--- src/rtl/fetch_stage.sv ---
// Instruction-fetch stage for the pipelined WISC CPU: owns the fetch PC, drives a
// single-outstanding req/valid instruction memory and holds the IF/ID register.
module fetch_stage #(
    parameter int unsigned      WIDTH       = 16,
    parameter int unsigned      PC_STEP     = 2,
    parameter logic [WIDTH-1:0] RESET_PC    = {WIDTH{1'b0}},
    parameter logic [3:0]       HALT_OPCODE = 4'hF
) (
    input  logic             clk,
    input  logic             rst_n,
    input  logic             stall_i,
    input  logic             redirect_i,
    input  logic [WIDTH-1:0] redirect_pc_i,
    output logic             imem_req_o,
    output logic [WIDTH-1:0] imem_addr_o,
    input  logic             imem_valid_i,
    input  logic [WIDTH-1:0] imem_rdata_i,
    output logic             if_id_valid_o,
    output logic [WIDTH-1:0] if_id_instr_o,
    output logic [WIDTH-1:0] if_id_pc_o,
    output logic [WIDTH-1:0] if_id_pcinc_o,
    output logic [WIDTH-1:0] pc_o,
    output logic             halted_o
);

    localparam logic [WIDTH-1:0] STEP_C = WIDTH'(PC_STEP);

    typedef enum logic [2:0] {
        ST_IDLE   = 3'd0,
        ST_REQ    = 3'd1,
        ST_DRAIN  = 3'd2,
        ST_BUF    = 3'd3,
        ST_HALTED = 3'd4
    } state_e;

    state_e           state_r, state_s;
    logic [WIDTH-1:0] pc_r, pc_s, pc_inc_s;
    logic [WIDTH-1:0] buf_r, buf_s;
    logic             deliver_s;
    logic [WIDTH-1:0] deliver_instr_s;
    logic             if_id_valid_r, if_id_valid_s;
    logic [WIDTH-1:0] if_id_instr_r, if_id_instr_s;
    logic [WIDTH-1:0] if_id_pc_r, if_id_pc_s;
    logic [WIDTH-1:0] if_id_pcinc_r, if_id_pcinc_s;
    logic             req_r, halted_r;

    function automatic logic is_halt(input logic [WIDTH-1:0] instr);
        return (instr[WIDTH-1 -: 4] == HALT_OPCODE);
    endfunction

    assign pc_inc_s = pc_r + STEP_C;

    // Next-state, next-PC and skid-buffer logic; the buffered instruction's PC is pc_r.
    always_comb begin
        state_s         = state_r;
        pc_s            = pc_r;
        buf_s           = buf_r;
        deliver_s       = 1'b0;
        deliver_instr_s = imem_rdata_i;
        case (state_r)
            ST_IDLE: begin
                state_s = ST_REQ;
            end
            ST_REQ: begin
                if (imem_valid_i && redirect_i) begin
                    pc_s = redirect_pc_i;
                end else if (imem_valid_i && stall_i) begin
                    buf_s   = imem_rdata_i;
                    state_s = ST_BUF;
                end else if (imem_valid_i) begin
                    deliver_s = 1'b1;
                    if (is_halt(imem_rdata_i)) begin
                        state_s = ST_HALTED;
                    end else begin
                        pc_s = pc_inc_s;
                    end
                end else if (redirect_i) begin
                    pc_s    = redirect_pc_i;
                    state_s = ST_DRAIN;
                end else begin
                    state_s = ST_REQ;
                end
            end
            ST_DRAIN: begin
                // Latest redirect target wins while the abandoned response is still in flight.
                if (redirect_i) begin
                    pc_s = redirect_pc_i;
                end else begin
                    pc_s = pc_r;
                end
                if (imem_valid_i) begin
                    state_s = ST_REQ;
                end else begin
                    state_s = ST_DRAIN;
                end
            end
            ST_BUF: begin
                if (redirect_i) begin
                    pc_s    = redirect_pc_i;
                    state_s = ST_REQ;
                end else if (!stall_i) begin
                    deliver_s       = 1'b1;
                    deliver_instr_s = buf_r;
                    if (is_halt(buf_r)) begin
                        state_s = ST_HALTED;
                    end else begin
                        pc_s    = pc_inc_s;
                        state_s = ST_REQ;
                    end
                end else begin
                    state_s = ST_BUF;
                end
            end
            ST_HALTED: begin
                if (redirect_i) begin
                    pc_s    = redirect_pc_i;
                    state_s = ST_REQ;
                end else begin
                    state_s = ST_HALTED;
                end
            end
            default: begin
                state_s = ST_IDLE;
            end
        endcase
    end

    // IF/ID update: flush on redirect, load on delivery, hold on stall, else bubble.
    always_comb begin
        if_id_valid_s = if_id_valid_r;
        if_id_instr_s = if_id_instr_r;
        if_id_pc_s    = if_id_pc_r;
        if_id_pcinc_s = if_id_pcinc_r;
        if (redirect_i) begin
            if_id_valid_s = 1'b0;
        end else if (deliver_s) begin
            if_id_valid_s = 1'b1;
            if_id_instr_s = deliver_instr_s;
            if_id_pc_s    = pc_r;
            if_id_pcinc_s = pc_inc_s;
        end else if (stall_i) begin
            if_id_valid_s = if_id_valid_r;
        end else begin
            if_id_valid_s = 1'b0;
        end
    end

    // State, PC, buffer and registered status outputs.
    always_ff @(posedge clk or negedge rst_n) begin
        if (!rst_n) begin
            state_r  <= ST_IDLE;
            pc_r     <= RESET_PC;
            buf_r    <= {WIDTH{1'b0}};
            req_r    <= 1'b0;
            halted_r <= 1'b0;
        end else begin
            state_r  <= state_s;
            pc_r     <= pc_s;
            buf_r    <= buf_s;
            req_r    <= (state_s == ST_REQ);
            halted_r <= (state_s == ST_HALTED);
        end
    end

    // IF/ID pipeline register.
    always_ff @(posedge clk or negedge rst_n) begin
        if (!rst_n) begin
            if_id_valid_r <= 1'b0;
            if_id_instr_r <= {WIDTH{1'b0}};
            if_id_pc_r    <= {WIDTH{1'b0}};
            if_id_pcinc_r <= {WIDTH{1'b0}};
        end else begin
            if_id_valid_r <= if_id_valid_s;
            if_id_instr_r <= if_id_instr_s;
            if_id_pc_r    <= if_id_pc_s;
            if_id_pcinc_r <= if_id_pcinc_s;
        end
    end

    assign imem_req_o    = req_r;
    assign imem_addr_o   = pc_r;
    assign pc_o          = pc_r;
    assign halted_o      = halted_r;
    assign if_id_valid_o = if_id_valid_r;
    assign if_id_instr_o = if_id_instr_r;
    assign if_id_pc_o    = if_id_pc_r;
    assign if_id_pcinc_o = if_id_pcinc_r;

endmodule
--- config.mk ---
export PLATFORM = sky130hd
export DESIGN_NAME = fetch_stage
export DESIGN_NICKNAME = d
export VERILOG_FILES = /design/src/rtl/fetch_stage.sv
export SDC_FILE = /design/constraint.sdc
export NUM_CORES = 1
export LEC_CHECK = 0
export ABC_AREA = 1
export ABC_CLOCK_PERIOD_IN_PS = 4600
export BUFFER_PORTS_ARGS = -buffer_cell sky130_fd_sc_hd__buf_2
export CAP_MARGIN = 0
export CORE_AREA = 2 2 117 119
export DETAILED_ROUTE_END_ITERATION = 12
export DIE_AREA = 0 0 119 121
export GPL_TIMING_DRIVEN = 0
export PLACE_DENSITY = 0.63
export SYNTH_ARGS = -nofsm -noshare
export SYNTH_HDL_FRONTEND = slang
export SYNTH_SLANG_ARGS = --single-unit
--- constraint.sdc ---
create_clock -name clk -period 4.6 [get_ports clk]
set_input_delay 0.46 -clock clk [delete_from_list [all_inputs] [get_ports clk]]
set_output_delay 0.46 -clock clk [all_outputs]
set_load 0.01 [all_outputs]
=== After elaboration in Yosys (flattened, before gate mapping) ===
Index checks and enable logic that the tools add are counted.

* Register bits: 86
* Input bits: 37
* Logic and storage cells: 64

* $add $sub $neg: 1
* Equality and inequality tests: 13
* Multiplexer cells: 31
* Bitwise operators: 2
* Reduce and logical (&&, ||, !) cells: 8

{| class="wikitable"
|+ Operator list
! operator !! number
|-
| $mux 16 || 10
|-
| $pmux 16 s3 || 1
|-
| $mux 3 || 8
|-
| $add 16x2->16 const B || 1
|-
| $pmux 3 s5 || 1
|-
| $ne 3x3->1 const B || 3
|-
| $eq 4x4->1 const B || 2
|-
| $mux 1 || 8
|-
| $eq 3x1->1 const B || 2
|-
| $eq 3x2->1 const B || 2
|-
| $eq 3x3->1 const B || 2
|-
| $reduce_and 5->1 || 1
|-
| $mux 2 || 2
|-
| $ne 4x4->1 const B || 1
|-
| $logic_not 3->1 || 1
|-
| $ne 3x1->1 const B || 1
|-
| $reduce_and 3->1 || 1
|-
| $reduce_bool 3->1 || 1
|-
| $logic_and 1x1->1 || 2
|-
| $not 1->1 || 2
|-
| $pmux 1 s2 || 1
|-
| $reduce_and 2->1 || 1
|-
| $reduce_or 2->1 || 1
|}

=== Longest topological paths before layout ===
* Depth after elaboration: 7
* Mapped depth: 11
* Depth with buffers taken out: 11

=== Worst setup path before layout ===
No wires, ideal clock.

* Path type: in2reg
* From: input port redirect_i
* To: register buf_r[10]
* Setup time: 125 ps
* Data arrival time: 1500 ps
* Path slack: 2975 ps
* Cell stages on the path: 7
* Buffers on the path: 2
* Cell sequence: buf_4 -> inv_2 -> nand2_2 -> nor2_8 -> nand2_4 -> buf_6 -> mux2_4

* Cells in the longest elaborated chain, start to end: 3

{| class="wikitable"
|+ Ends and longest elaborated chain
! element !! line !! RTL
|-
| from (decl) || 12 || <nowiki>input logic redirect_i,</nowiki>
|-
| $logic_and 1x1->1 || 65 || <nowiki>if (imem_valid_i && redirect_i) begin</nowiki>
|-
| $not 1->1 (no line) || -- ||
|-
| $reduce_and 3->1 (no line) || -- ||
|-
| to (signal assigned) || 153 || <nowiki>buf_r <= {WIDTH{1'b0}};</nowiki>
|-
| to (signal assigned) || 159 || <nowiki>buf_r <= buf_s;</nowiki>
|-
| to (decl) || 38 || <nowiki>logic [WIDTH-1:0] buf_r, buf_s;</nowiki>
|}

Every way passes these cells.
A chain may end at the register's enable or synchronous reset.

=== Worst setup path in the final report ===
* From: register pc_r[1], in the netlist imem_addr_o[1]
* To: register pc_r[15], in the netlist imem_addr_o[15]

* Cells in the longest elaborated chain, start to end: 6
* Elaborated cells between the ends (all ways): 9

{| class="wikitable"
|+ Ends and longest elaborated chain
! element !! line !! RTL
|-
| from (decl) || 37 || <nowiki>logic [WIDTH-1:0] pc_r, pc_s, pc_inc_s;</nowiki>
|-
| from (signal assigned) || 158 || <nowiki>pc_r <= pc_s;</nowiki>
|-
| $add 16x2->16 (*) || 51 || <nowiki>assign pc_inc_s = pc_r + STEP_C;</nowiki>
|-
| $mux 16 || 72 || <nowiki>if (is_halt(imem_rdata_i)) begin</nowiki>
|-
| $mux 16 || 70 || <nowiki>end else if (imem_valid_i) begin</nowiki>
|-
| $mux 16 || 67 || <nowiki>end else if (imem_valid_i && stall_i) begin</nowiki>
|-
| $mux 16 || 65 ||
|-
| $pmux 16 s3 (*) || 60 || <nowiki>case (state_r)</nowiki>
|}

Every way passes the cells marked *; elsewhere a longest branch is shown, timed or not. The select of a mux whose other input is x is not followed.

==> results.yml <==
worst_setup_path:
  worst_setup_path_end_kind: "flip-flop"
  slowest_stage: "dfrtp_1"
  reg2reg_slack_ns: 2.56
  crit_buf_inv: 1
  critical-path-top-delay-family: "simple AND/OR/NAND/NOR gates"
  path_cells: "ha_1 -> nand2_1 -> nor2_2 -> nand3_1 -> inv_1 -> nand2_1 -> nand2_1 -> nand2_1 -> nor2_1 -> nor2_1 -> nor2_1"
  cpPeakStageDelay_ns: 0.56
  crit_required_ns: 4.87
  cp.arrival_ns: 2.30
  cp_max_fo: 8
  critPathKind: "reg -> reg"
  worst_path_most_repeated_cell: "nand2_1"
  critPathLaunchType: "flip-flop"
power_and_ir_drop:
  peakVddDrop_v: 0.000212
  p_leak_nw: 2.94
  power.density_mw_per_mm2: 681
timing:
  clock_skew_ns: 0.00722
  finalCritPeriodShare: 0.443
  worst_pin_slew_ns: 0.545
  final-setup-viol-count: 0
  timing.fmax_ghz: 0.491
  final.setup.tns_ns: 0
  drv_slew: 0
  rsz0062_at_grt: "false"
  period_minus_slack_ns: 2.04
  hold_viol_final: 0
  whs_ns: 0.0332
  slew_headroom: 0.637
final_layout:
  synthToLayoutAreaGrowth_pct: 24.9
  antennaDiodeCount: 0
  drive_gt1_frac: 0.278
  finalInstanceArea_mm2: 0.00567
  nets: 740
placed_design:
  place.gp.congestion: 0.909
  dpl-instance-area_mm2: 0.00538
  port_buffers: 117
  place_hpwl_mm: 9.84
synth:
  yosysUniqueCellTypes: 37
  async_flop_share: 1.00
  synth_area_per_cell_um2: 7.93
  ys_ff_latch: 85
  syn-num-nets: 611
  synthesis.area_mm2: 0.00454
  synth_warnings: 0
  ys.flop_type: "dfrtp_1"
  synth-edff-count: 0
  synth_seq_area_share: 0.468
  syn_inst: 573
die:
  rows: 42
  io_pins: 120
  core_mm2: 0.0131
  start_util: 0.347
  die_height_um: 121
  dieWidth_um: 119
  dieArea_mm2: 0.0144
worst_hold_path:
  min-delay-path-class: "in -> async"
route:
  via_per_inst: 4.91
  postRouteAntennaNets: 0
  firstDrtPassIters: 5
  drc: 0
  wire_per_inst_um: 14.7
  vias: 4330
  drt-initial-drc-count: 313
  drt_wl_total_mm: 13.0
global_route:
  grt_pass1_wl_mm: 21.1
  grt_max_degree: 62
  grt_overflow: 0
  antenna_found_initial: 0
  grt_usage: 0.183
  grt_pass1_vias: 4157
clock_tree:
  postCtsSetupBuffers: 0
  clock_latency_ns: 0.33
  ctsResizeCount: 0
  cts_root_buf: "clkbuf_16"
  clock_sinks: 85
  ctsHoldBuffers: 0
  numCtsBuffers: 9
  cts_tree: "yes"
  clkTransAtPathRegs_ns: 0.06
  htreeDepth: 3
  cts_max_path_buffers: 2
flow_run:
  maxCapViolations: 0
run_status:
  status: "completed"
==> flip-flops by register name, summed over array words and instances, names as in the netlist <==
register       flops
if_id_instr_o     16
buf_r             16
if_id_valid_o      1
if_id_pc_o        16
state_r            3
halted_o           1
if_id_pcinc_o     15
imem_addr_o       16
imem_req_o         1
==> cells by family (layout without fill, tap and decap cells) <==
kind of cell / after synthesis / after routing / synth area share
AO/OA/AOI/OAI: 103 / 103 / 0.128
buffers and inverters: 83 / 216 / 0.0950
XOR/XNOR: 3 / 3 / 0.00579
adder cells (fa/ha/maj): 1 / 1 / 0.00275
multiplexers: 10 / 10 / 0.0281
AND/OR/NAND/NOR: 288 / 288 / 0.272
flip-flops: 85 / 85 / 0.468
==> report_power, final <==
| group | internal, W | switching [W] |
|---|---|---|
| sequential | 0.00110 | 0.000309 |
| clock | 0.000448 | 0.000280 |
| combinational | 0.000722 | 0.00100 |
==> final timing paths <==
kind                                  from  cells after the start              end
max                         imem_addr_o[1]                     11  imem_addr_o[15]
min                                  rst_n                      1         buf_r[3]
max reg2reg                 imem_addr_o[1]                     11  imem_addr_o[15]
min reg2reg                       buf_r[1]                      2         buf_r[1]
max in group asynchronous            rst_n                      2   imem_addr_o[2]
min in group clk           imem_rdata_i[9]                      2         buf_r[9]
==> worst register-to-register path: cells and delay by family, from the launching register on <==
family	cells	cell delay, ns
flops	1	0.56
fa+ha+maj	1	0.26
simple gates	9	1.00
buf+inv	1	0.17
==> stage by stage <==
stage,instances,setup WS [ns],util,power [W]
2_1_floorplan,573,2.97,-,0.00247
3_3_place_gp,866,2.36,0.409,0.00311
5_1_grt,882,2.42,0.433,0.00417
3_5_place_dp,867,2.58,0.411,0.00315
6_report,882,2.56,0.433,0.00386
4_1_cts,882,2.55,0.433,0.00389
==> placed cells by master, fill, tap and decap left out, drive strengths merged <==
| master | instances |
|---|---|
| xor2 | 3 |
| o21bai | 1 |
| a31oi | 21 |
| nand4 | 9 |
| ha | 1 |
| a21oi | 14 |
| nor3 | 3 |
| nand2 | 175 |
| dfrtp | 85 |
| inv | 42 |
| a32oi | 1 |
| o21a | 2 |
| clkbuf | 21 |
| nand3 | 38 |
| or2 | 1 |
| o31ai | 2 |
| mux2 | 10 |
| o21ai | 61 |
| buf | 152 |
| nor2 | 61 |
| bufinv | 1 |
| a21boi | 1 |
| nor4 | 1 |
==> synth_stat cells, types with 2 or more instances <==
| cell | count | area (um2) |
|---|---|---|
| inv_1 | 36 | 135 |
| o21ai_0 | 55 | 275 |
| nor2_1 | 56 | 210 |
| xor2_1 | 3 | 26.3 |
| o31ai_1 | 2 | 15.0 |
| nor3_1 | 3 | 15.0 |
| inv_2 | 5 | 18.8 |
| nand2_2 | 3 | 18.8 |
| o21ai_1 | 5 | 25.0 |
| nand2_1 | 171 | 642 |
| buf_2 | 10 | 50.1 |
| buf_6 | 4 | 45.0 |
| a21oi_1 | 13 | 65.1 |
| nor2_2 | 3 | 18.8 |
| nand4_1 | 9 | 56.3 |
| dfrtp_1 | 85 | 2130 |
| nand3_1 | 34 | 170 |
| a31oi_1 | 21 | 131 |
| nand3_2 | 3 | 30.0 |
| o21a_1 | 2 | 15.0 |
| mux2_4 | 4 | 60.1 |
| mux2_2 | 6 | 67.6 |
| buf_4 | 20 | 150 |
| clkbuf_1 | 7 | 26.3 |
==> final cells by class <==
type,count,area (um2)
plain buffers,41,272
flip-flops and latches,85,2130
well taps,176,220
repair buffers,118,616
clock buffers,14,264
fillers,1329,7410
inverters,42,160
multi-input cells,405,1980
clock inverters,1,30.0
==> metal layers <==
layer	part of all wire	vias to the layer above	wire length, um	global-route usage
met5	0	-	0	0
met4	0.012	0	152	0.0551
met3	0.059	8	760	0.0367
met2	0.46	141	5970	0.288
met1	0.47	2056	6090	0.256
li1	-	2125	-	-
No activity file was read; power rests on OpenSTA's default activity.
